==> src/rtl/cordic_iter_engine_if.sv <==
// Controller-facing handshake of cordic_iter_engine: start, mode and operands in; busy, done and results out.
interface cordic_iter_engine_if #(
    parameter int unsigned WIDTH = 32
);
    logic                    start;
    logic [1:0]              mode;
    logic                    vectoring;
    logic signed [WIDTH-1:0] x_in;
    logic signed [WIDTH-1:0] y_in;
    logic signed [WIDTH-1:0] z_in;
    logic                    busy;
    logic                    done;
    logic signed [WIDTH-1:0] x_out;
    logic signed [WIDTH-1:0] y_out;
    logic signed [WIDTH-1:0] z_out;

    modport master (
        output start, mode, vectoring, x_in, y_in, z_in,
        input  busy, done, x_out, y_out, z_out
    );

    modport slave (
        input  start, mode, vectoring, x_in, y_in, z_in,
        output busy, done, x_out, y_out, z_out
    );
endinterface

==> src/rtl/cordic_iter_engine.sv <==
// Iterative CORDIC engine (circular/linear/hyperbolic, rotation/vectoring), one micro-rotation per cycle.
// Optional CORDIC_GAIN_COMP_EN adds a circular-mode gain-compensation cycle before DONE.
module cordic_iter_engine #(
    parameter int unsigned WIDTH  = 32,
    parameter int unsigned N_ITER = 24
) (
    input  logic                 clk,
    input  logic                 rst,
    cordic_iter_engine_if.slave  ctrl,
    output logic [4:0]           rom_index,
    output logic [1:0]           rom_mode,
    input  logic [31:0]          rom_data
);
    localparam int unsigned ZW     = WIDTH + 1;
    localparam logic [4:0]  K_LAST = 5'(N_ITER - 1);
    localparam logic [1:0]  M_CIRC = 2'b10;
    localparam logic [1:0]  M_HYP  = 2'b11;

    typedef enum logic [1:0] {S_IDLE, S_RUN, S_COMP, S_DONE} state_t;

    state_t                  state;
    logic signed [WIDTH-1:0] x_q, y_q;
    logic signed [ZW-1:0]    z_q;
    logic                    vec_q, rep_q, busy_q, done_q;
    logic signed [WIDTH-1:0] x_out_q, y_out_q, z_out_q;

    logic signed [WIDTH-1:0] x_sh_c, y_sh_c, x_nx_c, y_nx_c;
    logic signed [ZW-1:0]    rom_ext_c, z_nx_c;
    logic                    d_pos_c, hold_c, last_c, to_comp_c;

    // One micro-rotation for the current shift index k (= rom_index)
    always_comb begin
        x_sh_c    = x_q >>> rom_index;
        y_sh_c    = y_q >>> rom_index;
        rom_ext_c = ZW'({1'b0, rom_data});
        d_pos_c   = vec_q ? y_q[WIDTH-1] : ~z_q[ZW-1];
        y_nx_c    = d_pos_c ? (y_q + x_sh_c) : (y_q - x_sh_c);
        z_nx_c    = d_pos_c ? (z_q - rom_ext_c) : (z_q + rom_ext_c);
        case (rom_mode)
            M_CIRC:  x_nx_c = d_pos_c ? (x_q - y_sh_c) : (x_q + y_sh_c);
            M_HYP:   x_nx_c = d_pos_c ? (x_q + y_sh_c) : (x_q - y_sh_c);
            default: x_nx_c = x_q;
        endcase
        // Hyperbolic convergence needs k=4 and k=13 executed twice
        hold_c = (rom_mode == M_HYP) && !rep_q && ((rom_index == 5'd4) || (rom_index == 5'd13));
        last_c = !hold_c && (rom_index == K_LAST);
    end

`ifdef CORDIC_GAIN_COMP_EN
    localparam int unsigned        PW    = WIDTH + 32;
    localparam logic signed [31:0] INV_K = 32'sh4DBA76D4;

    logic signed [PW-1:0]    x_prod_c, y_prod_c;
    logic signed [WIDTH-1:0] x_comp_c, y_comp_c;

    // Scale by 1/K (Q1.31) to cancel the circular CORDIC gain
    always_comb begin
        x_prod_c  = PW'(x_q) * PW'(INV_K);
        y_prod_c  = PW'(y_q) * PW'(INV_K);
        x_comp_c  = WIDTH'(x_prod_c >>> 31);
        y_comp_c  = WIDTH'(y_prod_c >>> 31);
        to_comp_c = (rom_mode == M_CIRC);
    end
`else
    assign to_comp_c = 1'b0;
`endif

    always_ff @(posedge clk) begin
        if (rst) begin
            state     <= S_IDLE;
            x_q       <= '0;
            y_q       <= '0;
            z_q       <= '0;
            vec_q     <= 1'b0;
            rep_q     <= 1'b0;
            busy_q    <= 1'b0;
            done_q    <= 1'b0;
            rom_index <= '0;
            rom_mode  <= '0;
            x_out_q   <= '0;
            y_out_q   <= '0;
            z_out_q   <= '0;
        end else begin
            done_q <= 1'b0;
            case (state)
                S_IDLE, S_DONE: begin
                    if (ctrl.start) begin
                        x_q       <= ctrl.x_in;
                        y_q       <= ctrl.y_in;
                        z_q       <= ZW'(ctrl.z_in);
                        vec_q     <= ctrl.vectoring;
                        rep_q     <= 1'b0;
                        rom_mode  <= (ctrl.mode == 2'b01) ? 2'b00 : ctrl.mode;
                        // Hyperbolic ROM entry 0 is unused, so that mode starts at k=1
                        rom_index <= (ctrl.mode == M_HYP) ? 5'd1 : 5'd0;
                        busy_q    <= 1'b1;
                        state     <= S_RUN;
                    end else begin
                        state <= S_IDLE;
                    end
                end
                S_RUN: begin
                    x_q   <= x_nx_c;
                    y_q   <= y_nx_c;
                    z_q   <= z_nx_c;
                    rep_q <= hold_c;
                    if (last_c) begin
                        rom_index <= '0;
                        if (to_comp_c) begin
                            state <= S_COMP;
                        end else begin
                            state   <= S_DONE;
                            busy_q  <= 1'b0;
                            done_q  <= 1'b1;
                            x_out_q <= x_nx_c;
                            y_out_q <= y_nx_c;
                            z_out_q <= z_nx_c[WIDTH-1:0];
                        end
                    end else if (!hold_c) begin
                        rom_index <= rom_index + 5'd1;
                    end
                end
`ifdef CORDIC_GAIN_COMP_EN
                S_COMP: begin
                    state   <= S_DONE;
                    busy_q  <= 1'b0;
                    done_q  <= 1'b1;
                    x_out_q <= x_comp_c;
                    y_out_q <= y_comp_c;
                    z_out_q <= z_q[WIDTH-1:0];
                end
`endif
                default: state <= S_IDLE;
            endcase
        end
    end

    assign ctrl.busy  = busy_q;
    assign ctrl.done  = done_q;
    assign ctrl.x_out = x_out_q;
    assign ctrl.y_out = y_out_q;
    assign ctrl.z_out = z_out_q;
endmodule

==> src/flat_wrapper.sv <==
// flat-port wrapper written by rule: the top's interface ports become plain ports
module cordic_iter_engine_flat 
#(
    parameter int unsigned WIDTH  = 32,
    parameter int unsigned N_ITER = 24
)
  (clk, rst, rom_index, rom_mode, rom_data, ctrl_start, ctrl_mode, ctrl_vectoring, ctrl_x_in, ctrl_y_in, ctrl_z_in, ctrl_busy, ctrl_done, ctrl_x_out, ctrl_y_out, ctrl_z_out);
  cordic_iter_engine_if #(.WIDTH(WIDTH)) ctrl_i ();
  input  logic clk;
  input  logic rst;
  output logic [4:0] rom_index;
  output logic [1:0] rom_mode;
  input  logic [31:0] rom_data;
  input wire logic [$bits(ctrl_i.start)-1:0] ctrl_start;
  input wire logic [$bits(ctrl_i.mode)-1:0] ctrl_mode;
  input wire logic [$bits(ctrl_i.vectoring)-1:0] ctrl_vectoring;
  input wire logic [$bits(ctrl_i.x_in)-1:0] ctrl_x_in;
  input wire logic [$bits(ctrl_i.y_in)-1:0] ctrl_y_in;
  input wire logic [$bits(ctrl_i.z_in)-1:0] ctrl_z_in;
  output wire logic [$bits(ctrl_i.busy)-1:0] ctrl_busy;
  output wire logic [$bits(ctrl_i.done)-1:0] ctrl_done;
  output wire logic [$bits(ctrl_i.x_out)-1:0] ctrl_x_out;
  output wire logic [$bits(ctrl_i.y_out)-1:0] ctrl_y_out;
  output wire logic [$bits(ctrl_i.z_out)-1:0] ctrl_z_out;
  assign ctrl_i.start = ctrl_start;
  assign ctrl_i.mode = ctrl_mode;
  assign ctrl_i.vectoring = ctrl_vectoring;
  assign ctrl_i.x_in = ctrl_x_in;
  assign ctrl_i.y_in = ctrl_y_in;
  assign ctrl_i.z_in = ctrl_z_in;
  assign ctrl_busy = ctrl_i.busy;
  assign ctrl_done = ctrl_i.done;
  assign ctrl_x_out = ctrl_i.x_out;
  assign ctrl_y_out = ctrl_i.y_out;
  assign ctrl_z_out = ctrl_i.z_out;
  cordic_iter_engine #(.WIDTH(WIDTH), .N_ITER(N_ITER)) u_core (.clk(clk), .rst(rst), .ctrl(ctrl_i), .rom_index(rom_index), .rom_mode(rom_mode), .rom_data(rom_data));
endmodule
==> config.mk <==
export PLATFORM = sky130hd
export DESIGN_NAME = cordic_iter_engine_flat
export DESIGN_NICKNAME = d
export VERILOG_FILES = /design/src/rtl/cordic_iter_engine_if.sv /design/src/rtl/cordic_iter_engine.sv /design/src/flat_wrapper.sv
export SDC_FILE = /design/constraint.sdc
export NUM_CORES = 1
export LEC_CHECK = 0
export CAP_MARGIN = 20
export CORE_MARGIN = 2
export CORE_UTILIZATION = 50
export CTS_BUF_LIST = sky130_fd_sc_hd__clkbuf_8
export DETAILED_ROUTE_END_ITERATION = 16
export PLACE_DENSITY = 0.7
export SYNTH_ARGS = -nofsm -noshare
export SYNTH_HDL_FRONTEND = slang
export SYNTH_SLANG_ARGS = --single-unit
==> constraint.sdc <==
create_clock -name clk -period 6.82 [get_ports clk]
set_input_delay 1.364 -clock clk [delete_from_list [all_inputs] [get_ports clk]]
set_output_delay 1.364 -clock clk [all_outputs]
set_load 0.02 [all_outputs]
Word level (Yosys, flattened, before mapping):

Cells that the tools add are included.

* memories kept: 0
* bits in registers: 206
* RAM bits: 0
* output and inout bits: 105
* latch bits: 0
* bits in read-only memories: 0
* input bits: 134

* reductions and logical operators: 15
* shift operators: 2
* div/mod/pow operators: 0
* equal/unequal tests: 12
* multiply operators: 0
* $add $sub $neg: 7
* bitwise logic cells: 2
* magnitude comparators: 0
* mux-type cells: 27

Operator list (number)
* $pmux W32 S2: 3
* $mux W32: 5
* $mux W33: 2
* $pmux W33 S2: 1
* $add A32 B32 Y32: 2
* $sshr A32 B5 Y32: 2
* $sub A32 B32 Y32: 2
* $add A33 B33 Y33: 1
* $sub A33 B33 Y33: 1
* $mux W5: 3
* $pmux W5 S2: 1
* $eq A2 B2 Y1 const B: 4
* $mux W1: 7
* $reduce_and A2 Y1: 3
* $reduce_and A3 Y1: 2
* $add A5 B1 Y5 const B: 1
* $eq A5 B3 Y1 const B: 1
* $eq A5 B4 Y1 const B: 1
* $eq A5 B5 Y1 const B: 1
* $eq A2 B1 Y1 const B: 2
* $mux W2: 2
* $pmux W1 S2: 2
* $pmux W2 S2: 1
* $reduce_or A2 Y1: 2
* other kinds (9): 13

Logic depth before layout (Yosys ltp):

Gate-level depths: netlist of the first run.

* depth after elaboration: 7
* gate-level depth with buffers: 28
* gate-level depth less buffers: 22

Worst setup path after synthesis of the first run:

No wires, ideal clock.

* path type: register to register
* start point: register u_core.rom_index[1]
* end point: register u_core.x_q[15]
* stages on the path, launching flop included: 25
* data required time: 6734 ps
* slack: 945 ps
* path buffers: 7
* data arrival time: 5790 ps
* period minus slack after synthesis: 5875 ps
* cells stage by stage: dfxtp_1 > buf_6 > buf_2 > buf_2 > buf_1 > buf_1 > buf_1 > mux4_2 > nand2_1 > nand2_1 > nor2_1 > a311oi_1 > a31oi_1 > ha_1 > clkbuf_1 > nand4_1 > a2111oi_0 > nor3_1 > o31ai_1 > a21oi_1 > o311ai_0 > xnor2_1 > mux2i_1 > o21a_1 > a211oi_1

* cells in the longest elaborated chain, start to end: 5

RTL lines
* start: declaration: line cordic_iter_engine.sv:10 `output logic [4:0] rom_index,`
* start signal: assignment: line cordic_iter_engine.sv:95 `rom_index <= (ctrl.mode == M_HYP) ? 5'd1 : 5'd0;`
* start signal: assignment: line cordic_iter_engine.sv:120 `rom_index <= rom_index + 5'd1;`
* $sshr A32 B5 Y32 (*): line cordic_iter_engine.sv:34 `y_sh_c = y_q >>> rom_index;`
* $sub A32 B32 Y32 / $add A32 B32 Y32 (equally long branches): line cordic_iter_engine.sv:40, cordic_iter_engine.sv:41
* $mux W32 (on tied branches): line cordic_iter_engine.sv:41, cordic_iter_engine.sv:40
* $pmux W32 S2 (*): line cordic_iter_engine.sv:39 `case (rom_mode)`
* $pmux W32 S2 (*): line cordic_iter_engine.sv:85 `case (state)`
* end signal: assignment: line cordic_iter_engine.sv:88 `x_q <= ctrl.x_in;`
* end signal: assignment: line cordic_iter_engine.sv:103 `x_q <= x_nx_c;`
* end: declaration: line cordic_iter_engine.sv:22 `logic signed [WIDTH-1:0] x_q, y_q;`

Every way passes the cells marked *; elsewhere a longest branch is shown, timed or not.
A chain may end at the register's enable or synchronous reset.

Worst setup path in the final report of the first run:

* start point: register u_core.rom_index[1]
* end point: register u_core.y_q[30]

* cells in the longest elaborated chain, start to end: 4

RTL lines
* $sshr A32 B5 Y32 (*): line cordic_iter_engine.sv:33 `x_sh_c = x_q >>> rom_index;`
* $sub A32 B32 Y32 / $add A32 B32 Y32 (equally long branches): line cordic_iter_engine.sv:37 `y_nx_c = d_pos_c ? (y_q + x_sh_c) : (y_q - x_sh_c);`
* $mux W32 (*): line cordic_iter_engine.sv:37
* $pmux W32 S2 (*): line cordic_iter_engine.sv:85
* end signal: assignment: line cordic_iter_engine.sv:89 `y_q <= ctrl.y_in;`
* end signal: assignment: line cordic_iter_engine.sv:104 `y_q <= y_nx_c;`
* end: declaration: line cordic_iter_engine.sv:22

Marked as above.

==> summary.md, run 1 <==
| Metric | Value |
|---|---|
| CP peak stage delay | 0.64 ns |
| Critical-path cell list | mux4_1 -> mux4_2 -> mux2i_1 -> o2111ai_1 -> or4b_4 -> nor4b_4 -> inv_2 -> nor2_1 -> a21oi_1 -> xor2_1 -> ha_1 -> nand2_1 -> nor2_1 -> and4_1 -> o2bb2ai_1 -> o41ai_2 -> o21ai_0 -> a41o_1 -> nor4_1 -> a41oi_1 -> a311oi_1 |
| CTS tree | yes |
| Crit-path leading delay family | compound AO/OA/AOI/OAI gates |
| Status | finished clean |
| Asr flop ratio synth | 0 |
| Initial antenna violation count | 0 |
| First-pass GRT wire length | approximately 120 mm |
| Compound-Gate Fraction of Synth Area | 0.271 |
| Warnings, synthesis | 0 |
| Commonest non-fill, non-tap cells in the layout | nand2_1, a21oi_1, nor2_1 |
| Synthesized net count | a little under 3k |
| Xor-xnor portion of the synthesized cell area | 0.0638 |
| Post-synthesis mux area share | 0.123 |
| Nets@finish | 3138 |
| Final ANT Viol Nets | 0 |
| Synth Flop Type | dfxtp_1 |
| Core area | about 40000 sq um |
| GRT Util Overall | 0.357 |
| Least-Margin Pin Slew | 0.910 ns |
| Most frequent CP cell | nor2_1 |
| I/O pin count | approximately 240 |
| Post-synth EDFFs | 0 |
| DP Wirelength | 58.0 mm |
| Drt wl/cell | roughly 22 um |
| Largest net degree at the start of global routing | 116 |
| Most common cell after layout, fill and taps aside | nand2_1 |
| Postcts setup bufs | 0 |
| Simple-Gate Fraction of Synth Area | 0.189 |
| Final setup violation count | 0 |
| Total Power | 0.00538 W |
| Slowest CP cell | mux4_1 |
| Setup TNS | 0 ns |
| Die H | 204 um |
| Grt ovf | 0 |
| Setup slack after layout | 0.581 ns |
| DRT iter0 DRCs | about 2.1k |
| Syn Std Cell Area | 20000 sq um |
| Critical path peak fanout | 21 |
| Total Die Area | 41700 sq um |
| Final worst-path cycle share | 0.915 |
| Final Hold Fails | 0 |
| Post-synthesis adder-cell area fraction | 0.0908 |
| Unrepaired setup endpoints after global routing | no |
| Cells after Synth | approximately 2.7k |
| Yosys cell types | 88 |
| Port Buf Inserts | 238 |
| Vias in the first global route | 20.2k |
| Hold Buf Count CTS | 0 |
| Share of post-route cells with drive strength above 1 | 0.0904 |
| Buf/Inv on CP | 1 |
| Via-to-Cell Ratio | 6.26 |
| Cell leakage power | 9.61 nW |
| Clock slew at reported path FFs | 0.06 ns |
| Clock Path Buffers | 3 |
| Largest family of logic cells by synthesized area | compound AO/OA/AOI/OAI gates |
| FILL cells | between 3k and 4k |
| Crit Path Class | flop to flop |
| Drt total wl | 75.6 mm |
| Cell Pwr Density | between 200 and 250 nW/um^2 |
| Via count | 21.3k |
| H-tree level count | 2 |
| Period minus WS final | 6.24 ns |
| Worst Path Required | 7.33 ns |
| Die width | 204 um |
| CTS root buffer | clkbuf_8 |
| Worst Clk Skew | about 0.056 ns |
| Slew Viols, Final | 0 |
| Worst hold slack | 0.453 ns |
| Avg Inst Size Synth | about 7.5 sq um |
| Register area share after synthesis | 0.206 |
| Max Freq | between 150 and 200 MHz |
| Sink Count | about 210 |
| Max Cap Viol | 0 |
| Worst skew pair latency | 0.61 ns |
| Layout area overhead | 19.1% |
| Yosys reg bits | 206 |
| Iteration count of the initial detailed-routing pass | 6 |
| Remaining DRCs | 0 |
| Max_slew headroom | 0.389 |
| Initial core utilization | 0.506 |
| Worst IR Drop VDD | 0.155 mV |
| Worst Path Arrival | 6.75 ns |
| Final Core Density | 0.602 |
| CTS buffer count | 38 |
| CP Capture Type | flop |
| Gpl congestion | 1.03 |
| Setup WS pre-CTS | roughly 0.33 ns |
| Number of inserted diodes | 0 |
| PostCTS Resize Cnt | 0 |
| Tightest Hold Check Type | flop to flop |
| Startpoint types | flop |
| Row count | 73 |
[through the flow]
stage               cell area, sq um  cells
CTS                            23900   3411
detailed placement             23100   3346
global route                   23900   3411
floorplan                      20000   2689
finish                         23900   3411
global placement               23100   3346
[area by class of cell]
cell class	instances	area (sq um)	area share
Timing Repair Buffer	320	3030	0.127
Clock inverter	21	194	0.00812
Tap cell	525	657	0.0275
Sequential cell	206	4140	0.173
Clock buffer	44	606	0.0254
Multi-Input combinational cell	2187	14900	0.622
Inverter	108	405	0.0170
[final timing paths]
path / slack, ns / endpoint / cells after the start / startpoint
setup reg to reg: 0.58 / u_core.y_q[30] / 21 / u_core.rom_index[1]
setup / recovery: 0.58 / u_core.y_q[30] / 21 / u_core.rom_index[1]
hold / removal: 0.45 / u_core.ctrl.y_out[19] / 2 / u_core.ctrl.y_out[19]
hold reg to reg: 0.45 / u_core.ctrl.y_out[19] / 2 / u_core.ctrl.y_out[19]
[layer usage]
| metal | GRT usage | up-vias | share of wire | routed length [um] |
|---|---|---|---|---|
| li1 | - | 10100 | - | - |
| met1 | 0.491 | 10200 | 0.43 | 32800 |
| met2 | 0.554 | 953 | 0.44 | 33400 |
| met3 | 0.0843 | 139 | 0.097 | 7320 |
| met4 | 0.105 | 0 | 0.028 | 2140 |
| met5 | 0 | - | 0 | 0 |
[power breakdown]
group / switching, W / internal (W) / leakage [nW]
Clock: 0.000581 / 0.000709 / 0.437
Sequential: 0.000127 / 0.00127 / 1.69
Combinational: 0.00163 / 0.00106 / 7.48
Total: 0.00234 / 0.00304 / 9.61
[registers in the layout (all words and copies together) (netlist names)]
signal and cells:
u_core.z_q 33, u_core.ctrl.x_out 32, u_core.ctrl.y_out 32, u_core.ctrl.z_out 32
u_core.x_q 32, u_core.y_q 32, u_core.rom_index 5, u_core.rom_mode 2
u_core.state 2, u_core.ctrl.busy 1, u_core.ctrl.done 1, u_core.rep_q 1
u_core.vec_q 1
[Yosys cell counts, types with 12 or more instances]
master    count  share of area
a211oi_1    120          0.045
a21o_1       48          0.018
a21oi_1     313          0.078
a31oi_1      27         0.0084
buf_1        31         0.0058
clkbuf_1    143          0.027
dfxtp_1     206           0.21
ha_1        139          0.087
inv_1       102          0.019
mux2_2       21          0.012
mux2i_1     112          0.056
mux4_2       48          0.054
nand2_1     347          0.065
nand2b_1     18         0.0056
nand3_1      39         0.0097
nand4_1      16         0.0050
nor2_1      282          0.053
nor2b_1      19         0.0059
nor3_1       58          0.014
nor4_1       13         0.0041
o211ai_1     27          0.010
o21a_1       29          0.011
o21ai_0     131          0.033
o21bai_1     22         0.0082
o22ai_1      15         0.0047
o31ai_1      15         0.0056
or2_2        12         0.0037
xnor2_1      98          0.043
xor2_1       48          0.021
[cells by family (layout without fill, tap and decap cells)]
group           Yosys count  after routing
simple gates            861            861
compound gates          855            855
buf+inv                 296            493
flops                   206            206
mux                     182            182
xor+xnor                146            146
fa+ha+maj               143            143
[tightest hold or removal path, cell delays in order (launching register included)]
cell,delay (ns)
dfxtp_1,0.30
nand2_1,0.05
a21oi_1,0.05
No activity file was read; power rests on OpenSTA's default activity.
==> inputs of run 2 (changes only) <==
--- a/config.mk
+++ b/config.mk
@@ -5,6 +5,7 @@
 export SDC_FILE = /design/constraint.sdc
 export NUM_CORES = 1
 export LEC_CHECK = 0
+export ABC_AREA = 0
 export CAP_MARGIN = 20
 export CORE_MARGIN = 2
 export CORE_UTILIZATION = 50
==> results of run 2 <==
Same layout as run 1: the final DEF is identical, and so are final timing and power.
